### src/rtl/pipe_pkg.sv
// State encoding shared by pipeline stages, plus a helper that maps a state to its entry count.
package pipe_pkg;

   typedef enum logic [1:0] {
      EMPTY = 2'd0,
      FULL  = 2'd1,
      SKID  = 2'd2
   } pipe_state_e;

   function automatic logic [1:0] state_occupancy(input pipe_state_e st);
      logic [1:0] occ;
      occ = 2'd0;
      unique case (st)
         EMPTY:   occ = 2'd0;
         FULL:    occ = 2'd1;
         SKID:    occ = 2'd2;
         default: occ = 2'd0;
      endcase
      return occ;
   endfunction

endpackage

### src/rtl/pipe_skid_reg.sv
// Valid/ready pipeline register. The SKID=1 build has a two-entry skid and an in_ready that comes
// only from registers. The SKID=0 build has one entry and an in_ready that is combinational.
module pipe_skid_reg #(
   parameter int unsigned WIDTH = 32,
   parameter int unsigned SKID  = 1
) (
   input  logic             clk,
   input  logic             rst,
   input  logic             flush,
   input  logic             in_valid,
   output logic             in_ready,
   input  logic [WIDTH-1:0] in_data,
   output logic             out_valid,
   input  logic             out_ready,
   output logic [WIDTH-1:0] out_data,
   output logic [1:0]       occupancy
);

   pipe_pkg::pipe_state_e state_q, state_d;
   logic [WIDTH-1:0]      main_q, main_d;
   logic [WIDTH-1:0]      skid_q, skid_d;
   logic                  in_fire;
   logic                  out_fire;

   assign in_fire  = in_valid & in_ready;
   assign out_fire = out_valid & out_ready;

   generate
      if (SKID != 0) begin : g_skid
         assign in_ready = (state_q != pipe_pkg::SKID);
      end else begin : g_flow
         assign in_ready = ~out_valid | out_ready;
      end
   endgenerate

   always_ff @(posedge clk) begin
      if (rst) begin
         state_q <= pipe_pkg::EMPTY;
         main_q  <= '0;
         skid_q  <= '0;
      end else begin
         state_q <= state_d;
         main_q  <= main_d;
         skid_q  <= skid_d;
      end
   end

   always_comb begin
      state_d = state_q;
      main_d  = main_q;
      skid_d  = skid_q;
      unique case (state_q)
         pipe_pkg::EMPTY: begin
            if (in_fire) begin
               state_d = pipe_pkg::FULL;
               main_d  = in_data;
            end
         end
         pipe_pkg::FULL: begin
            if (in_fire && out_fire) begin
               main_d = in_data;
            end else if (in_fire) begin
               // When SKID=0, in_ready is low in FULL without out_ready, so this branch never runs.
               if (SKID != 0) begin
                  state_d = pipe_pkg::SKID;
                  skid_d  = in_data;
               end
            end else if (out_fire) begin
               state_d = pipe_pkg::EMPTY;
            end
         end
         pipe_pkg::SKID: begin
            if (out_fire) begin
               state_d = pipe_pkg::FULL;
               main_d  = skid_q;
            end
         end
         default: begin
            state_d = pipe_pkg::EMPTY;
         end
      endcase
      // Flush wins over every handshake. An in_fire in this cycle is dropped.
      if (flush) begin
         state_d = pipe_pkg::EMPTY;
         main_d  = '0;
         skid_d  = '0;
      end
   end

   always_comb begin
      out_valid = (state_q != pipe_pkg::EMPTY);
      out_data  = main_q;
      occupancy = pipe_pkg::state_occupancy(state_q);
   end

endmodule

### config.mk
export PLATFORM = sky130hd
export DESIGN_NAME = pipe_skid_reg
export DESIGN_NICKNAME = d
export VERILOG_FILES = /design/src/rtl/pipe_pkg.sv /design/src/rtl/pipe_skid_reg.sv
export SDC_FILE = /design/constraint.sdc
export NUM_CORES = 1
export LEC_CHECK = 0
export BUFFER_PORTS_ARGS = -buffer_cell sky130_fd_sc_hd__buf_2
export CAP_MARGIN = 20
export CORE_MARGIN = 4
export CORE_UTILIZATION = 50
export DETAILED_ROUTE_END_ITERATION = 10
export PLACE_DENSITY_LB_ADDON = 0.3
export SYNTH_ARGS = -nofsm -noshare
export SYNTH_HDL_FRONTEND = slang
export SYNTH_SLANG_ARGS = --single-unit
### constraint.sdc
create_clock -name clk -period 3.7 [get_ports clk]
set_clock_uncertainty 0.1 [all_clocks]
set_input_delay 0.74 -clock clk [delete_from_list [all_inputs] [get_ports clk]]
set_output_delay 0.74 -clock clk [all_outputs]
set_load 0.01 [all_outputs]
After elaboration in Yosys (flattened, before gate mapping)
Cells that the tools add are included.
Word-level totals
  register bits: 66
  bits of input ports: 37
  output and inout port bits: 36
Operators by class
  equality and inequality tests: 8
  muxes and demuxes: 11
  bitwise gates (word level): 3
  reduce and logical (&&, ||, !) cells: 8
Operators by type and width (number)
  32-bit 2-to-1 mux: 3
  32-bit case mux with 3 select lines: 1
  2-bit 2-to-1 mux: 5
  2-bit inequality test, second input constant: 5
  4-bit AND reduction: 2
  2-bit case mux with 3 select lines: 1
  2-bit case mux with 2 select lines: 1
  3-bit inequality test, second input constant: 1
  3-bit AND reduction: 1
  3-bit nonzero test: 1
  1-bit AND: 2
  2-bit by 1-bit == test with 1-bit output, second input constant: 1
  2-bit == test, second input constant: 1
  2-bit zero test: 1
  2-bit nonzero test: 1
  2-bit OR reduction: 1
  1-bit logical AND: 1
  1-bit NOT: 1

Depth between registers and ports, before layout
  word-level depth: 6
  gate-level depth with buffers: 5

Least setup slack after synthesis
No wires, ideal clock.
  path kind: input-to-reg
  start: input port in_valid
  end: register main_q[10], in the netlist out_data[10]
  setup time: 0.146 ns
  arrival time: 1.527 ns
  required time: 3.454 ns
  setup slack: 1.926 ns
  stages on the path: 5
  buffers on the path: 2
  cells stage by stage: nor2b_1 buf_2 clkbuf_1 a211oi_1 a211oi_2
Between the ends
  word-level cells in the longest chain between the ends: 4
RTL lines
  start, declared: RTL line pipe_skid_reg.sv:10  | input logic in_valid,
  1-bit AND *: RTL line pipe_skid_reg.sv:25  | assign in_fire = in_valid & in_ready;
  1-bit logical AND: RTL line pipe_skid_reg.sv:60  | if (in_fire && out_fire) begin
  2-bit inequality test (no source line)
  4-bit AND reduction (no source line) *
  end signal, assigned: RTL line pipe_skid_reg.sv:43  | main_q <= main_d;
  end, declared: RTL line pipe_skid_reg.sv:20  | logic [WIDTH-1:0] main_q, main_d;
Mark *: on every way between the ends. The rest lies on a longest branch, timed or not.
A chain may end at the register's enable or synchronous reset.

Worst setup path after layout
  start: register state_q[1]
  end: output port in_ready
Between the ends
  word-level cells in the longest chain between the ends: 1
RTL lines
  start, declared: RTL line pipe_skid_reg.sv:19  | pipe_pkg::pipe_state_e state_q, state_d;
  start signal, assigned: RTL line pipe_skid_reg.sv:38  | state_q <= pipe_pkg::EMPTY;
  start signal, assigned: RTL line pipe_skid_reg.sv:42  | state_q <= state_d;
  2-bit inequality test: RTL line pipe_skid_reg.sv:30  | assign in_ready = (state_q != pipe_pkg::SKID);
  end, declared: RTL line pipe_skid_reg.sv:11  | output logic in_ready,
No other way between the ends.

==> impl_results.html <==
<table>
<tr><th>Metric</th><th>Value</th></tr>
<tr><th colspan="2">Status</th></tr>
<tr><td>Outcome</td><td>completed</td></tr>
<tr><th colspan="2">Finish</th></tr>
<tr><td>Register cell area after layout</td><td>0.00132 mm^2</td></tr>
<tr><td>Area taken by multi-input logic gates</td><td>0.00150 mm^2</td></tr>
<tr><td>Layout cells sized above 1</td><td>34.5%</td></tr>
<tr><td>Cell Count, Final, Fillers Out</td><td>443</td></tr>
<tr><td>Fill cell instance count of the final layout</td><td>493</td></tr>
<tr><td>Syn-to-layout area delta</td><td>17.0%</td></tr>
<tr><td>Final Core Density</td><td>62.0%</td></tr>
<tr><td>Number of diodes added for antenna fixing</td><td>0</td></tr>
<tr><td>Count of nets after finishing</td><td>404</td></tr>
<tr><td>Final std cell area, no fill</td><td>0.00352 mm^2</td></tr>
<tr><th colspan="2">Clock tree</th></tr>
<tr><td>Clock root buffer master</td><td>sky130_fd_sc_hd__clkbuf_8</td></tr>
<tr><td>Clk buf depth</td><td>2</td></tr>
<tr><td>Number of hold-repair buffers added at the cts stage</td><td>0</td></tr>
<tr><td>Clock slew at reported path FFs</td><td>0.07 ns</td></tr>
<tr><td>Gates resized, CTS repair</td><td>0</td></tr>
<tr><td>TritonCTS buffer count</td><td>9</td></tr>
<tr><td>CTS tree</td><td>built</td></tr>
<tr><td>Worst-Skew Late Latency</td><td>0.33 ns</td></tr>
<tr><td>Clock sink total</td><td>66</td></tr>
<tr><td>Level count of the clock H-tree</td><td>3</td></tr>
<tr><td>Number of buffers inserted by post-CTS setup repair</td><td>0</td></tr>
<tr><th colspan="2">Timing</th></tr>
<tr><td>RSZ-0062 raised after global routing</td><td>no</td></tr>
<tr><td>Post-Route Setup TNS</td><td>0 ns</td></tr>
<tr><td>Worst Slack Setup Final</td><td>1.34 ns</td></tr>
<tr><td>Maximum clock frequency</td><td>424 MHz</td></tr>
<tr><td>Final hold violation count</td><td>0</td></tr>
<tr><td>Post-layout min period</td><td>2.36 ns</td></tr>
<tr><td>Hold slack</td><td>0.354 ns</td></tr>
<tr><td>Slew margin rel.</td><td>31.7%</td></tr>
<tr><td>Final max-slew violation count</td><td>0</td></tr>
<tr><td>Setup-violating endpoint count in the final report</td><td>0</td></tr>
<tr><td>Transition time at the pin with the least slew margin</td><td>1.02 ns</td></tr>
<tr><td>Final cycle utilization of the critical path</td><td>63.8%</td></tr>
<tr><th colspan="2">Routing</th></tr>
<tr><td>Vias</td><td>2500</td></tr>
<tr><td>Number of search-and-repair iterations in the first detailed-routing pass</td><td>5</td></tr>
<tr><td>WL final</td><td>7150 um</td></tr>
<tr><td>Post-detailed-route via-to-cell ratio</td><td>5.64</td></tr>
<tr><td>Avg WL per Cell</td><td>16.1 um</td></tr>
<tr><td>Initial drt markers</td><td>129</td></tr>
<tr><td>Number of nets with antenna violations after routing</td><td>0</td></tr>
<tr><td>Number of remaining DRC errors</td><td>0</td></tr>
<tr><th colspan="2">Pwr</th></tr>
<tr><td>Power density of the placed cells</td><td>423 mW/mm^2</td></tr>
<tr><td>Flop pwr share</td><td>49.8%</td></tr>
<tr><td>Clock network fraction of total power</td><td>38.8%</td></tr>
<tr><td>Static leakage</td><td>1.54 nW</td></tr>
<tr><td>Max VDD drop</td><td>0.237 mV</td></tr>
<tr><td>Combinational share of power</td><td>11.3%</td></tr>
<tr><td>Internal portion of total power</td><td>1.12 mW</td></tr>
<tr><td>Net switching share of the total power</td><td>24.5%</td></tr>
<tr><td>Overall power of the completed layout</td><td>1.49 mW</td></tr>
<tr><td>Net Switching</td><td>0.365 mW</td></tr>
<tr><th colspan="2">Yosys</th></tr>
<tr><td>Synthesized netlist cell count</td><td>311</td></tr>
<tr><td>Leading cell types by total area after synthesis</td><td>sky130_fd_sc_hd__dfxtp_1, sky130_fd_sc_hd__a211oi_2, sky130_fd_sc_hd__mux2i_1, sky130_fd_sc_hd__a211oi_1, sky130_fd_sc_hd__nand2_1</td></tr>
<tr><td>Fraction of post-synthesis cell area in the top cell type by area</td><td>43.9%</td></tr>
<tr><td>Yosys top cell by area</td><td>sky130_fd_sc_hd__dfxtp_1</td></tr>
<tr><td>Warnings from Yosys</td><td>0</td></tr>
<tr><td>Post-synthesis net count</td><td>348</td></tr>
<tr><td>Flops &amp; latches, synth</td><td>66</td></tr>
<tr><td>Portion of the post-synthesis area used by sequential elements</td><td>43.9%</td></tr>
<tr><td>Post-Syn Area per Cell</td><td>9.67 um^2</td></tr>
<tr><td>Synth unique cells</td><td>25</td></tr>
<tr><td>Post-synthesis instance area</td><td>0.00301 mm^2</td></tr>
<tr><th colspan="2">GRT</th></tr>
<tr><td>Total global routing track utilization</td><td>19.8%</td></tr>
<tr><td>Maximum number of pins on one net before global-route repair</td><td>67</td></tr>
<tr><td>Global-route wire length before repair</td><td>11700 um</td></tr>
<tr><td>Initial antenna violation count</td><td>0</td></tr>
<tr><td>Grt met1 use</td><td>24.9%</td></tr>
<tr><td>Routing usage on met3</td><td>6.92%</td></tr>
<tr><td>Met2 global-route usage</td><td>32.6%</td></tr>
<tr><td>Total congestion overflow after global routing</td><td>0</td></tr>
<tr><td>Busiest layer in global routing</td><td>met2</td></tr>
<tr><td>Number of global-route vias before repair</td><td>2447</td></tr>
<tr><th colspan="2">Floorplan</th></tr>
<tr><td>Number of top-level pins</td><td>73</td></tr>
<tr><td>Cell Rows</td><td>27</td></tr>
<tr><td>Full die area</td><td>0.00732 mm^2</td></tr>
<tr><td>Die extent in x</td><td>85.5 um</td></tr>
<tr><td>Die Span Y</td><td>85.5 um</td></tr>
<tr><td>Effective utilization at floorplan</td><td>53.0%</td></tr>
<tr><td>Core area</td><td>0.00568 mm^2</td></tr>
<tr><th colspan="2">Worst setup path</th></tr>
<tr><td>Kind of critical path</td><td>register to output pin</td></tr>
<tr><td>Required @ worst endpoint</td><td>2.86 ns</td></tr>
<tr><td>Startpoint type of the worst setup path</td><td>register</td></tr>
<tr><td>Kind of end point of the critical path</td><td>output pin</td></tr>
<tr><td>Crit Path Max Fanout</td><td>16</td></tr>
<tr><td>Data arrival, critical path</td><td>1.52 ns</td></tr>
<tr><th colspan="2">Placement</th></tr>
<tr><td>PortBufs</td><td>72</td></tr>
<tr><td>Minimum setup slack after placement</td><td>1.13 ns</td></tr>
<tr><td>Placed Area</td><td>0.00333 mm^2</td></tr>
<tr><td>Detail Placement HPWL</td><td>4410 um</td></tr>
<tr><td>Final RePlAce weighted congestion</td><td>0.694</td></tr>
<tr><td>Cell total after placement</td><td>428</td></tr>
<tr><th colspan="2">Worst hold path</th></tr>
<tr><td>Class of the most critical hold timing path</td><td>register to register</td></tr>
<tr><th colspan="2">Job</th></tr>
<tr><td>Count of maximum capacitance violations</td><td>0</td></tr>
</table>
synthesized netlist by cell type:
library cell / instances
sky130_fd_sc_hd__a211oi_2: 30
sky130_fd_sc_hd__nand2_1: 65
sky130_fd_sc_hd__inv_2: 1
sky130_fd_sc_hd__nor4bb_1: 1
sky130_fd_sc_hd__buf_6: 6
sky130_fd_sc_hd__a21oi_1: 33
sky130_fd_sc_hd__a21o_1: 1
sky130_fd_sc_hd__dfxtp_1: 66
sky130_fd_sc_hd__a211oi_1: 34
sky130_fd_sc_hd__nor2_1: 1
sky130_fd_sc_hd__and3b_1: 1
sky130_fd_sc_hd__o21a_1: 1
sky130_fd_sc_hd__nand4bb_1: 1
sky130_fd_sc_hd__and2_1: 1
sky130_fd_sc_hd__nor2b_1: 2
sky130_fd_sc_hd__clkbuf_1: 9
sky130_fd_sc_hd__or3b_1: 1
sky130_fd_sc_hd__nand2b_1: 2
sky130_fd_sc_hd__a21o_4: 1
sky130_fd_sc_hd__buf_2: 17
sky130_fd_sc_hd__o21bai_1: 1
sky130_fd_sc_hd__buf_4: 1
sky130_fd_sc_hd__mux2i_1: 32
sky130_fd_sc_hd__or2_1: 2
sky130_fd_sc_hd__buf_1: 1
metal layers:
metal / part of all wire (%) / wire, um
met5: 0 / 0
met4: 0.50 / 36
met3: 6.5 / 467
met2: 49 / 3470
met1: 44 / 3170
logic make-up (layout without fill, tap and decap cells):
family | count (synthesis) | in the layout | share of synthesized area [%]
buf+inv | 35 | 95 | 6.70
simple gates | 77 | 77 | 11.0
flops | 66 | 66 | 43.9
mux | 32 | 32 | 10.7
compound gates | 101 | 101 | 27.7
layout by cell type, fill, tap and decap left out:
| cell | netlist | layout |
|---|---|---|
| sky130_fd_sc_hd__a211oi_1 | 34 | 34 |
| sky130_fd_sc_hd__a211oi_2 | 30 | 30 |
| sky130_fd_sc_hd__a21o_1 | 1 | 1 |
| sky130_fd_sc_hd__a21o_4 | 1 | 1 |
| sky130_fd_sc_hd__a21oi_1 | 33 | 33 |
| sky130_fd_sc_hd__and2_1 | 1 | 1 |
| sky130_fd_sc_hd__and3b_1 | 1 | 1 |
| sky130_fd_sc_hd__buf_2 | 17 | 72 |
| sky130_fd_sc_hd__buf_4 | 1 | 7 |
| sky130_fd_sc_hd__bufinv_16 | 0 | 1 |
| sky130_fd_sc_hd__clkbuf_1 | 9 | 2 |
| sky130_fd_sc_hd__clkbuf_8 | 0 | 10 |
| sky130_fd_sc_hd__clkinv_2 | 0 | 2 |
| sky130_fd_sc_hd__dfxtp_1 | 66 | 66 |
| sky130_fd_sc_hd__inv_2 | 1 | 1 |
| sky130_fd_sc_hd__mux2i_1 | 32 | 32 |
| sky130_fd_sc_hd__nand2_1 | 65 | 65 |
| sky130_fd_sc_hd__nand2b_1 | 2 | 1 |
| sky130_fd_sc_hd__nand2b_2 | 0 | 1 |
| sky130_fd_sc_hd__nand4bb_1 | 1 | 1 |
| sky130_fd_sc_hd__nor2_1 | 1 | 1 |
| sky130_fd_sc_hd__nor2b_1 | 2 | 1 |
| sky130_fd_sc_hd__nor2b_2 | 0 | 1 |
| sky130_fd_sc_hd__nor4bb_4 | 0 | 1 |
| sky130_fd_sc_hd__o21a_1 | 1 | 1 |
| sky130_fd_sc_hd__o21bai_1 | 1 | 1 |
| sky130_fd_sc_hd__or2_1 | 2 | 1 |
| sky130_fd_sc_hd__or2_2 | 0 | 1 |
| sky130_fd_sc_hd__or3b_1 | 1 | 1 |
cell type report:
| type | instances | area share, % |
|---|---|---|
| inverters | 1 | 0.107 |
| flip-flops and latches | 66 | 37.6 |
| repair buffers | 79 | 11.7 |
| multi-input cells | 210 | 42.8 |
| clock inverters | 3 | 1.14 |
| clock buffers | 12 | 4.13 |
| well taps | 72 | 2.56 |
worst paths after layout:
check / slack [ns] / endpoint / cells after the start / startpoint
max reg2reg: 1.59 / skid_q[17] / 4 / state_q[1]
min reg2reg: 0.35 / skid_q[9] / 2 / skid_q[9]
max: 1.34 / in_ready / 2 / state_q[1]
min: 0.35 / skid_q[9] / 2 / skid_q[9]
sequential cells by signal (all words and copies together), names as in the netlist:
register,cells
out_data,32
skid_q,32
state_q,2
power groups by stage:
stage | logic, mW | clock network (mW) | registers (mW)
finish | 0.169 | 0.578 | 0.741
global route | 0.184 | 0.630 | 0.743
CTS | 0.170 | 0.594 | 0.741
detailed placement | 0.169 | 0 | 0.757
global placement | 0.166 | 0 | 0.757
floorplan | 0.106 | 0 | 0.763
worst max-delay path, stage by stage, from the launching register on:
cell and delay (ns):
sky130_fd_sc_hd__dfxtp_1 0.54, sky130_fd_sc_hd__nand2b_2 0.38, sky130_fd_sc_hd__buf_2 0.27
(Power assumes the default switching activity.)
